==> src/rtl/data_memory_pkg.sv <==
// data_memory_pkg: size one-hot codes and FSM state encodings shared by the data RAM files.
package data_memory_pkg;
    localparam logic [2:0] SIZE_BYTE = 3'b001;
    localparam logic [2:0] SIZE_HALF = 3'b010;
    localparam logic [2:0] SIZE_WORD = 3'b100;
    typedef enum logic [1:0] {S_IDLE, S_DUMP, S_DONE, S_CLEAR} state_e;
endpackage

==> src/rtl/data_mem_lane_mask.sv <==
// data_mem_lane_mask: maps a one-hot access size and byte lane to a lane mask and misaligned flag.
module data_mem_lane_mask
    import data_memory_pkg::*;
(
    input  logic [2:0] i_size,
    input  logic [1:0] i_lane,
    output logic [3:0] o_mask,
    output logic       o_misaligned
);
    assign o_misaligned = (i_size == SIZE_HALF && i_lane[0]) || (i_size == SIZE_WORD && i_lane != 2'b00);
    // An all-zero mask marks a rejected or illegal-size access.
    assign o_mask = o_misaligned          ? 4'b0000 :
                    i_size == SIZE_BYTE   ? 4'b0001 << i_lane :
                    i_size == SIZE_HALF   ? (i_lane[1] ? 4'b1100 : 4'b0011) :
                    i_size == SIZE_WORD   ? 4'b1111 : 4'b0000;
endmodule

==> src/rtl/data_memory.sv <==
// data_memory: byte-addressable MEM-stage data RAM with a valid/ready dump port.
// Optional DATA_MEM_CLEAR_ON_RESET_EN zeroes every word after reset release.
module data_memory
    import data_memory_pkg::*;
#(
    parameter int NB_DATA = 32,
    parameter int NB_ADDR = 7
) (
    input  logic               i_clock,
    input  logic               i_reset,
    input  logic               i_enable,
    input  logic               i_mem_read,
    input  logic               i_mem_write,
    input  logic               i_word_en,
    input  logic               i_halfword_en,
    input  logic               i_byte_en,
    input  logic [NB_ADDR-1:0] i_addr,
    input  logic [NB_DATA-1:0] i_write_data,
    output logic [NB_DATA-1:0] o_read_data,
    output logic               o_misaligned,
    input  logic               i_dump_start,
    output logic               o_dump_valid,
    input  logic               i_dump_ready,
    output logic [NB_DATA-1:0] o_dump_data,
    output logic [NB_ADDR-3:0] o_dump_addr,
    output logic               o_dump_done,
    output logic               o_busy
);
    localparam int NB_IDX = NB_ADDR - 2;
    localparam int DEPTH = 2 ** NB_IDX;
    localparam logic [NB_IDX-1:0] LAST = NB_IDX'(DEPTH - 1);
`ifdef DATA_MEM_CLEAR_ON_RESET_EN
    localparam state_e RESET_STATE = S_CLEAR;
`else
    localparam state_e RESET_STATE = S_IDLE;
`endif

    logic [NB_DATA-1:0] mem_q [DEPTH];
    state_e             state_q, state_d;
    logic [NB_IDX-1:0]  idx_q, idx_d, idx_nx;
    logic [NB_DATA-1:0] dump_data_q, dump_data_d;
    logic               valid_q, valid_d, done_q, done_d;
    logic [NB_DATA-1:0] read_data_q, read_data_d;
    logic               mis_q, mis_d;

    logic [2:0]         size;
    logic [1:0]         lane;
    logic [NB_IDX-1:0]  word_idx;
    logic [3:0]         mask;
    logic               mis, access, do_read, do_write, clear_wr;
    logic [4:0]         sh;
    logic [NB_DATA-1:0] rd_word, rd_val;
    logic               wr_en;
    logic [NB_IDX-1:0]  wr_idx;
    logic [3:0]         wr_mask;
    logic [NB_DATA-1:0] wr_data;

    assign size     = {i_word_en, i_halfword_en, i_byte_en};
    assign lane     = i_addr[1:0];
    assign word_idx = i_addr[NB_ADDR-1:2];
    assign sh       = {lane, 3'b000};

    data_mem_lane_mask u_lane_mask (
        .i_size       (size),
        .i_lane       (lane),
        .o_mask       (mask),
        .o_misaligned (mis)
    );

    assign access   = i_enable && (i_mem_read || i_mem_write) && !o_busy;
    assign do_read  = i_enable && i_mem_read && !o_busy && mask != 4'b0000;
    assign do_write = i_enable && i_mem_write && !o_busy && mask != 4'b0000;
    assign rd_word  = mem_q[word_idx] >> sh;
    assign rd_val   = size == SIZE_BYTE ? {24'b0, rd_word[7:0]} :
                      size == SIZE_HALF ? {16'b0, rd_word[15:0]} : rd_word;
`ifdef DATA_MEM_CLEAR_ON_RESET_EN
    assign clear_wr = state_q == S_CLEAR && !i_reset;
`else
    assign clear_wr = 1'b0;
`endif
    assign wr_en   = do_write || clear_wr;
    assign wr_idx  = clear_wr ? idx_q : word_idx;
    assign wr_mask = clear_wr ? 4'b1111 : mask;
    assign wr_data = clear_wr ? '0 : i_write_data << sh;
    assign idx_nx  = idx_q + 1'b1;

    // Storage is not reset; the read port and dump port both see pre-edge contents.
    always_ff @(posedge i_clock) begin
        if (wr_en)
            for (int k = 0; k < 4; k++)
                if (wr_mask[k]) mem_q[wr_idx][8*k +: 8] <= wr_data[8*k +: 8];
    end

    always_comb begin
        state_d     = state_q;
        idx_d       = idx_q;
        dump_data_d = dump_data_q;
        valid_d     = valid_q;
        done_d      = 1'b0;
        read_data_d = do_read ? rd_val : read_data_q;
        mis_d       = access && mis;
        case (state_q)
            S_IDLE: if (i_dump_start) begin
                state_d     = S_DUMP;
                idx_d       = '0;
                dump_data_d = mem_q[0];
                valid_d     = 1'b1;
            end
            S_DUMP: if (i_dump_ready) begin
                if (idx_q == LAST) begin
                    state_d = S_DONE;
                    valid_d = 1'b0;
                    done_d  = 1'b1;
                end else begin
                    idx_d       = idx_nx;
                    dump_data_d = mem_q[idx_nx];
                end
            end
            S_DONE: state_d = S_IDLE;
            default: begin
                idx_d   = idx_nx;
                state_d = idx_q == LAST ? S_IDLE : S_CLEAR;
            end
        endcase
    end

    always_ff @(posedge i_clock) begin
        if (i_reset) begin
            state_q     <= RESET_STATE;
            idx_q       <= '0;
            dump_data_q <= '0;
            valid_q     <= 1'b0;
            done_q      <= 1'b0;
            read_data_q <= '0;
            mis_q       <= 1'b0;
        end else begin
            state_q     <= state_d;
            idx_q       <= idx_d;
            dump_data_q <= dump_data_d;
            valid_q     <= valid_d;
            done_q      <= done_d;
            read_data_q <= read_data_d;
            mis_q       <= mis_d;
        end
    end

    assign o_read_data  = read_data_q;
    assign o_misaligned = mis_q;
    assign o_dump_valid = valid_q;
    assign o_dump_data  = dump_data_q;
    assign o_dump_addr  = idx_q;
    assign o_dump_done  = done_q;
    assign o_busy       = state_q != S_IDLE;
endmodule

==> config.mk <==
export PLATFORM = sky130hd
export DESIGN_NAME = data_memory
export DESIGN_NICKNAME = d
export VERILOG_FILES = /design/src/rtl/data_memory_pkg.sv /design/src/rtl/data_mem_lane_mask.sv /design/src/rtl/data_memory.sv
export SDC_FILE = /design/constraint.sdc
export NUM_CORES = 1
export LEC_CHECK = 0
export CAP_MARGIN = 10
export CORE_MARGIN = 2
export CORE_UTILIZATION = 55
export CTS_CLUSTER_SIZE = 16
export DETAILED_ROUTE_END_ITERATION = 10
export PLACE_DENSITY_LB_ADDON = 0.08
export SETUP_SLACK_MARGIN = 0.02
export SLEW_MARGIN = 10
export SYNTH_ARGS = -nofsm -noshare
export SYNTH_HDL_FRONTEND = slang
export SYNTH_SLANG_ARGS = --single-unit
==> constraint.sdc <==
create_clock -name i_clock -period 4.5 [get_ports i_clock]
set_input_delay 1.125 -clock i_clock [delete_from_list [all_inputs] [get_ports i_clock]]
set_output_delay 1.125 -clock i_clock [all_outputs]
set_load 0.005 [all_outputs]
Yosys cells after proc, flatten, opt, wreduce, memory -nomap -nowiden
Memories as Yosys holds them, arrays and structs flattened. Cells that the tools add are included.

Add/sub/neg operators: 1. Eq/ne operators: 10. Shift operators: 3. Mux-type cells: 37. Bitwise gates (word level): 3. Reductions and logical operators: 24.

Operator list (number): $mux 32 (5); $pmux 32 s2 (1); $shl 32x5->32 (1); $shr 32x5->32 (1); $mux 4 (5); $mux 1 (16); $mux 5 (3); $pmux 5 s3 (1); $reduce_and 4->1 (3); $logic_and 1x1->1 (11); $mux 2 (4); $ne 2x2->1 const B (4); $pmux 2 s3 (1); $reduce_bool 2->1 (3); $add 5x1->5 const B (1); $eq 5x5->1 const B (1); $reduce_bool 4->1 (1); $shl 1x2->4 const A (1); $eq 3x1->1 const B (1); $eq 3x2->1 const B (1); $eq 3x3->1 const B (1); $not 1->1 (3); $reduce_and 3->1 (1); $reduce_or 3->1 (1); 6 further kinds (7).

Bits in registers: 74. Bits in writable memories: 1024. Output and inout port bits: 73. Logic and storage cells: 86. Memories kept: 1.

Memories: mem_q (words 32, bits a word 32, rd ports 3, clocked after memory_dff 0, wr ports 1, line data_memory.sv:38) `logic [NB_DATA-1:0] mem_q [DEPTH];`.

Logic depth before layout (Yosys ltp)
Gate-level depths: netlist of the first run.

Depth after elaboration: 9. Gate-level depth with buffers: 11.

Hierarchy
From an unflattened synthesis of the first run, not the netlist that was laid out.

Cells, all modules: 3082. Area, all modules: 51685.8 um^2.

By module, submodules not included: data_memory (times used 1, cells each 3062, area an instance 51530.7 um^2); data_mem_lane_mask (times used 1, cells each 20, area an instance 155.1 um^2).

Worst setup path before layout of the first run
No wires, ideal clock.

Path kind: in2reg. From: input i_addr[0]. To: memory mem_q[0][17], data pin. Setup time: 0.454 ns. Data arrival time: 3.470 ns. Data required time: 4.046 ns. Slack: 0.576 ns. Stages on the path: 5. Buffers on the path: 3. Path through: clkbuf_1 -> clkbuf_1 -> clkbuf_1 -> mux2i_1 -> o21ai_0.

Word-level cells in the longest chain between the ends: 1.

RTL lines: from (decl) (line data_memory.sv:17) `input logic [NB_ADDR-1:0] i_addr,`; $shl 32x5->32 (line data_memory.sv:84) `assign wr_data = clear_wr ? '0 : i_write_data << sh;`; via wr_data[17] (line data_memory.sv:56) `logic [NB_DATA-1:0] wr_data;`; to (decl) (line data_memory.sv:38).

The timed path passes the listed nets, and every way through them passes these cells.

Final worst setup path of the first run
From: input i_addr[6]. To: register read_data_q[2] (netlist: o_read_data[2]).

Word-level cells in the longest chain between the ends: 4.

RTL lines: $mem_v2 32x32 (*); $shr 32x5->32 (*) (line data_memory.sv:73) `assign rd_word = mem_q[word_idx] >> sh;`; $mux 32 (line data_memory.sv:75) `size == SIZE_HALF ? {16'b0, rd_word[15:0]} : rd_word;`; $mux 32 (*) (line data_memory.sv:74) `assign rd_val = size == SIZE_BYTE ? {24'b0, rd_word[7:0]} :`; to (signal assigned) (line data_memory.sv:142) `read_data_q <= read_data_d;`; to (decl) (line data_memory.sv:43) `logic [NB_DATA-1:0] read_data_q, read_data_d;`.

Mark *: on every way between the ends. The rest lies on a longest branch, timed or not. A chain may end at the register's enable or synchronous reset.

==> results of run 1 <==
## final timing paths
check	start	to	slack, ps
max	i_addr[6]	o_read_data[2]	510
min	o_dump_data[11]	o_dump_data[11]	470
max reg2reg	state_q[0]	mem_q[20][17]	1200
min reg2reg	o_dump_data[11]	o_dump_data[11]	470
## state kept, by name, indices dropped and copies added, names as in the netlist
signal,flops
mem_q,1024
state_q,2
o_dump_done,1
o_read_data,32
o_dump_addr,5
o_dump_data,32
o_misaligned,1
o_dump_valid,1
## cell usage after synthesis, types with 2 or more instances
cell type,count
edfxtp_1,1024
mux2i_1,555
mux4_2,320
o22ai_1,275
nor2_1,178
clkbuf_1,162
buf_2,89
nand2_1,79
a21oi_1,74
dfxtp_1,74
nor4_1,57
nor3b_1,30
nand3_1,24
nor2b_1,22
a22oi_1,16
o21ai_0,16
nand3b_1,11
buf_1,10
o2111ai_1,10
and2_1,9
inv_1,9
o21ai_1,9
a211oi_1,8
a21boi_0,8
o211ai_1,8
a31oi_1,6
nand4bb_1,6
nor3_1,6
a221oi_1,5
nand2b_1,5
o22a_1,5
o31ai_1,5
nand4b_1,4
or3_1,4
or4b_1,4
buf_4,3
o41ai_1,3
and3_1,2
and3b_1,2
buf_6,2
ha_1,2
or4_1,2
## through the flow
step / worst slack (ps) / setup TNS [ps] / total power [mW] / hold slack (ps) / instance area, um^2
2_1_floorplan: 576 / 0 / 12.6 / 444 / 51300
3_3_place_gp: 39.4 / 0 / 13.4 / 457 / 55500
3_5_place_dp: -61.5 / -61.5 / 13.4 / 468 / 55500
4_1_cts: 695 / 0 / 23.6 / 477 / 59600
5_1_grt: 490 / 0 / 24.1 / 487 / 59700
6_report: 506 / 0 / 23.6 / 471 / 59700
## routing by layer
layer	GRT usage [%]	wire [um]	part of all wire, %	vias up
met4	13.3	6770	3.8	10
met1	51.3	66100	38	17300
met2	55.3	78700	45	2582
li1	-	-	-	13500
met3	11.5	24200	14	407
met5	0	218	0.12	-
## cell type report
class / instances / area, um^2 / share of cell area (%)
well taps: 1254 / 1570 / 2.63
clock buffers: 136 / 3030 / 5.07
inverters: 9 / 33.8 / 0.0566
repair buffers: 392 / 3590 / 6.02
flip-flops and latches: 1098 / 32200 / 54.0
diodes: 2 / 5.00 / 0.00839
clock inverters: 83 / 1080 / 1.82
multi-input cells: 1783 / 18100 / 30.4
## logic make-up (layout without fill, tap and decap cells)
logic type | Yosys count | count (layout) | synth area share [%]
adders and majority gates | 2 | 2 | 0.0488
xor gates and xnor gates | 3 | 3 | 0.0659
AOI/OAI and AO/OA | 452 | 452 | 5.51
buffers and inverters | 275 | 620 | 2.28
other | 0 | 2 | 0
DFF | 1098 | 1098 | 62.8
and+or+nand+nor | 450 | 450 | 4.39
muxes | 876 | 876 | 24.9
## power breakdown
group	switching [mW]	leakage (nW)	internal, mW	total (mW)
Sequential	0.0538	9.54	11.3	11.3
Clock	4.07	2.01	6.24	10.3
Combinational	1.21	8.33	0.763	1.97
Total	5.33	19.9	18.3	23.6
## worst register-to-register path, cell delays in order (launching register included)
cell and delay, ps:
dfxtp_2 510, nor2_1 580, buf_4 290, nand3_1 160
or3_1 850, nor2_1 290, buf_4 270
==> metrics.yaml, run 1 <==
layout:
  layout-drive-gt1-share_pct: 23.8
  final_cell_mix: "edfxtp_1, mux2i_1, mux4_2"
  final_util_pct: 64.2
  fin_nets: 3450
  final_common_cell: "edfxtp_1"
  area_delta_synth_final_pct: 16.3
  fill_cells: 6572
  stdcell_count: 4757
synthesis:
  synthCells: 3156
  yosysTopAreaCell: "edfxtp_1"
  ys_ff_latch: 1098
  yosys_warnings: 0
  ys_seq_area_share_pct: 62.8
  syn_area_per_cell_um2: 16.3
  ys.flop_type: "edfxtp_1"
  synth_cell_types: 55
  syn_nets: 3207
  synth-edff-count: 1024
  ys_async_sr_fraction_pct: 0
  yosys-top-cells-area: "edfxtp_1, mux4_2, mux2i_1"
  netlist_area_mm2: 0.0513
  yosysTopAreaCellShare_pct: 59.9
timing:
  final-setup-viol-count: 0
  tightestPinTransition_ps: 1250
  finalCritPeriodShare_pct: 88.8
  maxSlewViolCount: 0
  fmax_ghz: 0.250
  period_minus_slack_ps: 3990
  rsz0062_at_grt: "false"
  hold_viol_final: 0
  skew_ps: 40.0
  max-slew-margin-rel_pct: 16.4
routing:
  drc: 0
  drt_iter0_drc: 5220
  via_per_inst: 7.10
  vias: 33800
  wire_per_inst_um: 37.0
  drtPass1Iterations: 6
  ant_nets: 0
  routed_wl_mm: 176
clock_tree:
  postCtsSetupBuffers: 0
  cts_hold_buf: 0
  cts-htree-levels: 3
  cts_buffers: 115
  clk_path_buf_depth: 3
  clock-sinks: 1098
  clock_latency_ps: 730
  tritoncts: "yes"
  cts_root_buf: "clkbuf_16"
  cts_resized: 0
  clkTransAtPathRegs_ps: 60
global_route:
  overflow: 0
  grt_pass1_vias: 33000
  antenna_found_initial: 6
  grtUsageTotal_pct: 36.9
  grt_start_max_net_pins: 102
  grt_pass1_wl_mm: 247
floorplan:
  num_rows: 112
  io_pins: 122
  core-area_mm2: 0.0929
  die_y_um: 309
  start_util_pct: 55.2
  die_area_mm2: 0.0958
  die_x_um: 309
power:
  peakVddDrop_v: 0.000337
  power.leakage_nw: 19.9
  power_density_mw_per_mm2: 395
worst_setup_path:
  crit_buf_inv: 3
  start_kind: "primary input"
  path_max_fanout: 16
  cp.depth: 9
  cpMostUsedCell: "buf_4"
  cpMaxStageDelayCell: "nor4_1"
  crit_arrival_ps: 4590
  cp_slowest_stage_delay_ps: 960
  crit_family: "simple AND/OR/NAND/NOR gates"
  endpoint_kind: "register"
  crit_required_ps: 5090
  criticalPathCategory: "in -> reg"
  reg2reg_depth: 6
  cp_cell_sequence: "clkdlybuf4s50_1, buf_4, nand4bb_2, buf_4, o22ai_1, nor4_1, nand3b_1, a21boi_0, o31ai_1"
placed_design:
  routabilityCongestion: 1.03
  place_inst: 4535
  io_buffers: 121
  dp_hpwl_mm: 121
status:
  status: "completed"
hold_path:
  hp-class: "reg -> reg"
  hold_path_depth: 2
run:
  maxCapViolCount: 0
(Power assumes the default switching activity.)
==> run 2, diff against run 1 <==
Settings changed: CORE_ASPECT_RATIO set to 0.6, SLEW_MARGIN 10 to not set.
==> run 2 against run 1 <==
Power down 6.4%. Sequential share of layout area up 0.46 points. Register-to-register slack worse by 200 ps. Combinational power up 2%. Clock-buffer cell count down 4. Cell count down 0.25%. Non-clock buffer count up 37. Via count up 1.9%. Hold slack better by 12 ps. Wire length up 3.1%. Final area down 0.84%.
==> metrics.yaml, run 2 (synthesized netlist as in run 1, its figures left out) <==
layout:
  final_common_cell: "edfxtp_1"
  layout-drive-gt1-share_pct: 23.5
  final_cell_mix: "edfxtp_1, mux2i_1, mux4_2"
  top_register: "mem_q"
  final_area_mm2: 0.0592
  fin_nets: 3471
  stdcell_count: 4745
  area_delta_synth_final_pct: 15.3
  largest_reg_flops: 1024
worst_setup_path:
  start_kind: "primary input"
  path_max_fanout: 17
  crit_required_ps: 5080
  endpoint_kind: "register"
  crit_arrival_ps: 4370
  criticalPathCategory: "in -> reg"
power:
  power_frac_seq_pct: 51.2
  internal_power_mw: 16.9
  pwr-share-clk_pct: 39.7
  p_sw_share_pct: 23.2
  power.leakage_nw: 19.7
  peakVddDrop_v: 0.000306
  p_comb_share_pct: 9.1
  p_sw_mw: 5.12
  power_density_mw_per_mm2: 373
  total_power_mw: 22.1
timing:
  skew_ps: 29.1
  fmax_ghz: 0.264
  final.setup.tns_ps: 0
  worst_slack_ps: 706
  hold_viol_final: 0
  maxSlewViolCount: 0
  final-setup-viol-count: 0
  rsz0062_at_grt: "false"
  max-slew-margin-rel_pct: 14.7
  tightestPinTransition_ps: 1280
  period_minus_slack_ps: 3790
  finalCritPeriodShare_pct: 84.3
floorplan:
  num_rows: 86
  die_area_mm2: 0.0958
  die_x_um: 398
  core-area_mm2: 0.0921
  start_util_pct: 55.7
  die_y_um: 241
  io_pins: 122
placed_design:
  dp_hpwl_mm: 126
  place_area_mm2: 0.0557
  place_inst: 4542
  io_buffers: 121
  place_ws_ps: 88.2
  routabilityCongestion: 1.07
routing:
  routed_wl_mm: 181
  via_per_inst: 7.25
  ant_nets: 0
  drc: 0
  vias: 34400
  drt_iter0_drc: 6029
  drtPass1Iterations: 7
  wire_per_inst_um: 38.2
clock_tree:
  clock_latency_ps: 720
  tritoncts: "yes"
  cts_hold_buf: 0
  clock-sinks: 1098
  clk_path_buf_depth: 3
  cts_root_buf: "clkbuf_16"
  cts_buffers: 99
  cts-htree-levels: 3
  clkTransAtPathRegs_ps: 60
  postCtsSetupBuffers: 0
  cts_resized: 0
global_route:
  antenna_found_initial: 8
  overflow: 0
  grt_pass1_wl_mm: 251
  grtUsageTotal_pct: 38.0
  grt_start_max_net_pins: 89
  grt_pass1_vias: 33000
status:
  status: "completed"
run:
  maxCapViolCount: 0
hold_path:
  hp-class: "reg -> reg"
[run 2: path summary, 6_finish.rpt]
kind / slack [ps] / cells past startpoint / end / startpoint
worst min register to register: 480 / 2 / o_dump_data[18] / o_dump_data[18]
worst max-delay path: 710 / 9 / o_read_data[0] / i_addr[4]
worst max register to register: 1000 / 7 / o_dump_data[14] / o_dump_addr[0]
worst min-delay path: 480 / 2 / o_dump_data[18] / o_dump_data[18]
[run 2: final cells by class]
class                           instances  area, um^2
Clock inverter                         56         612
Multi-Input combinational cell       1783       18100
Antenna cell                            6        15.0
Fill cell                            6579       32900
Tap cell                             1232        1540
Clock buffer                          132        2690
Inverter                                9        33.8
Timing Repair Buffer                  429        3950
Sequential cell                      1098       32200
[run 2: metal layers]
layer | routed length [um] | vias up | track usage, %
met3 | 27700 | 537 | 13.2
li1 | - | 13500 | -
met2 | 75300 | 2957 | 52.7
met1 | 68800 | 17400 | 54.7
met4 | 9430 | 6 | 16.5
met5 | 147 | - | 0.942
[run 2: critical path: stages]
cell	delay, ps
clkdlybuf4s50_1	770
buf_4	290
nand4b_1	210
buf_4	380
o22ai_1	150
nor4_1	970
nand3b_1	130
a21boi_0	240
o31ai_1	80
[run 2: metrics by stage]
step | hold slack [ps] | util (%)
5_1_grt | 506 | 64.2
3_3_place_gp | 461 | 60.5
4_1_cts | 482 | 64.1
6_report | 483 | 64.3
2_1_floorplan | 444 | -
3_5_place_dp | 468 | 60.5
[run 2: power by group through the flow]
stage                     Combinational [mW]  Clock, mW  Sequential [mW]
after floorplan                         1.13          0             11.5
after global placement                  1.90          0             11.5
after detailed placement                1.93          0             11.5
after CTS                               1.94       8.79             11.3
after global routing                    2.07       9.17             11.3
final                                   2.01       8.77             11.3
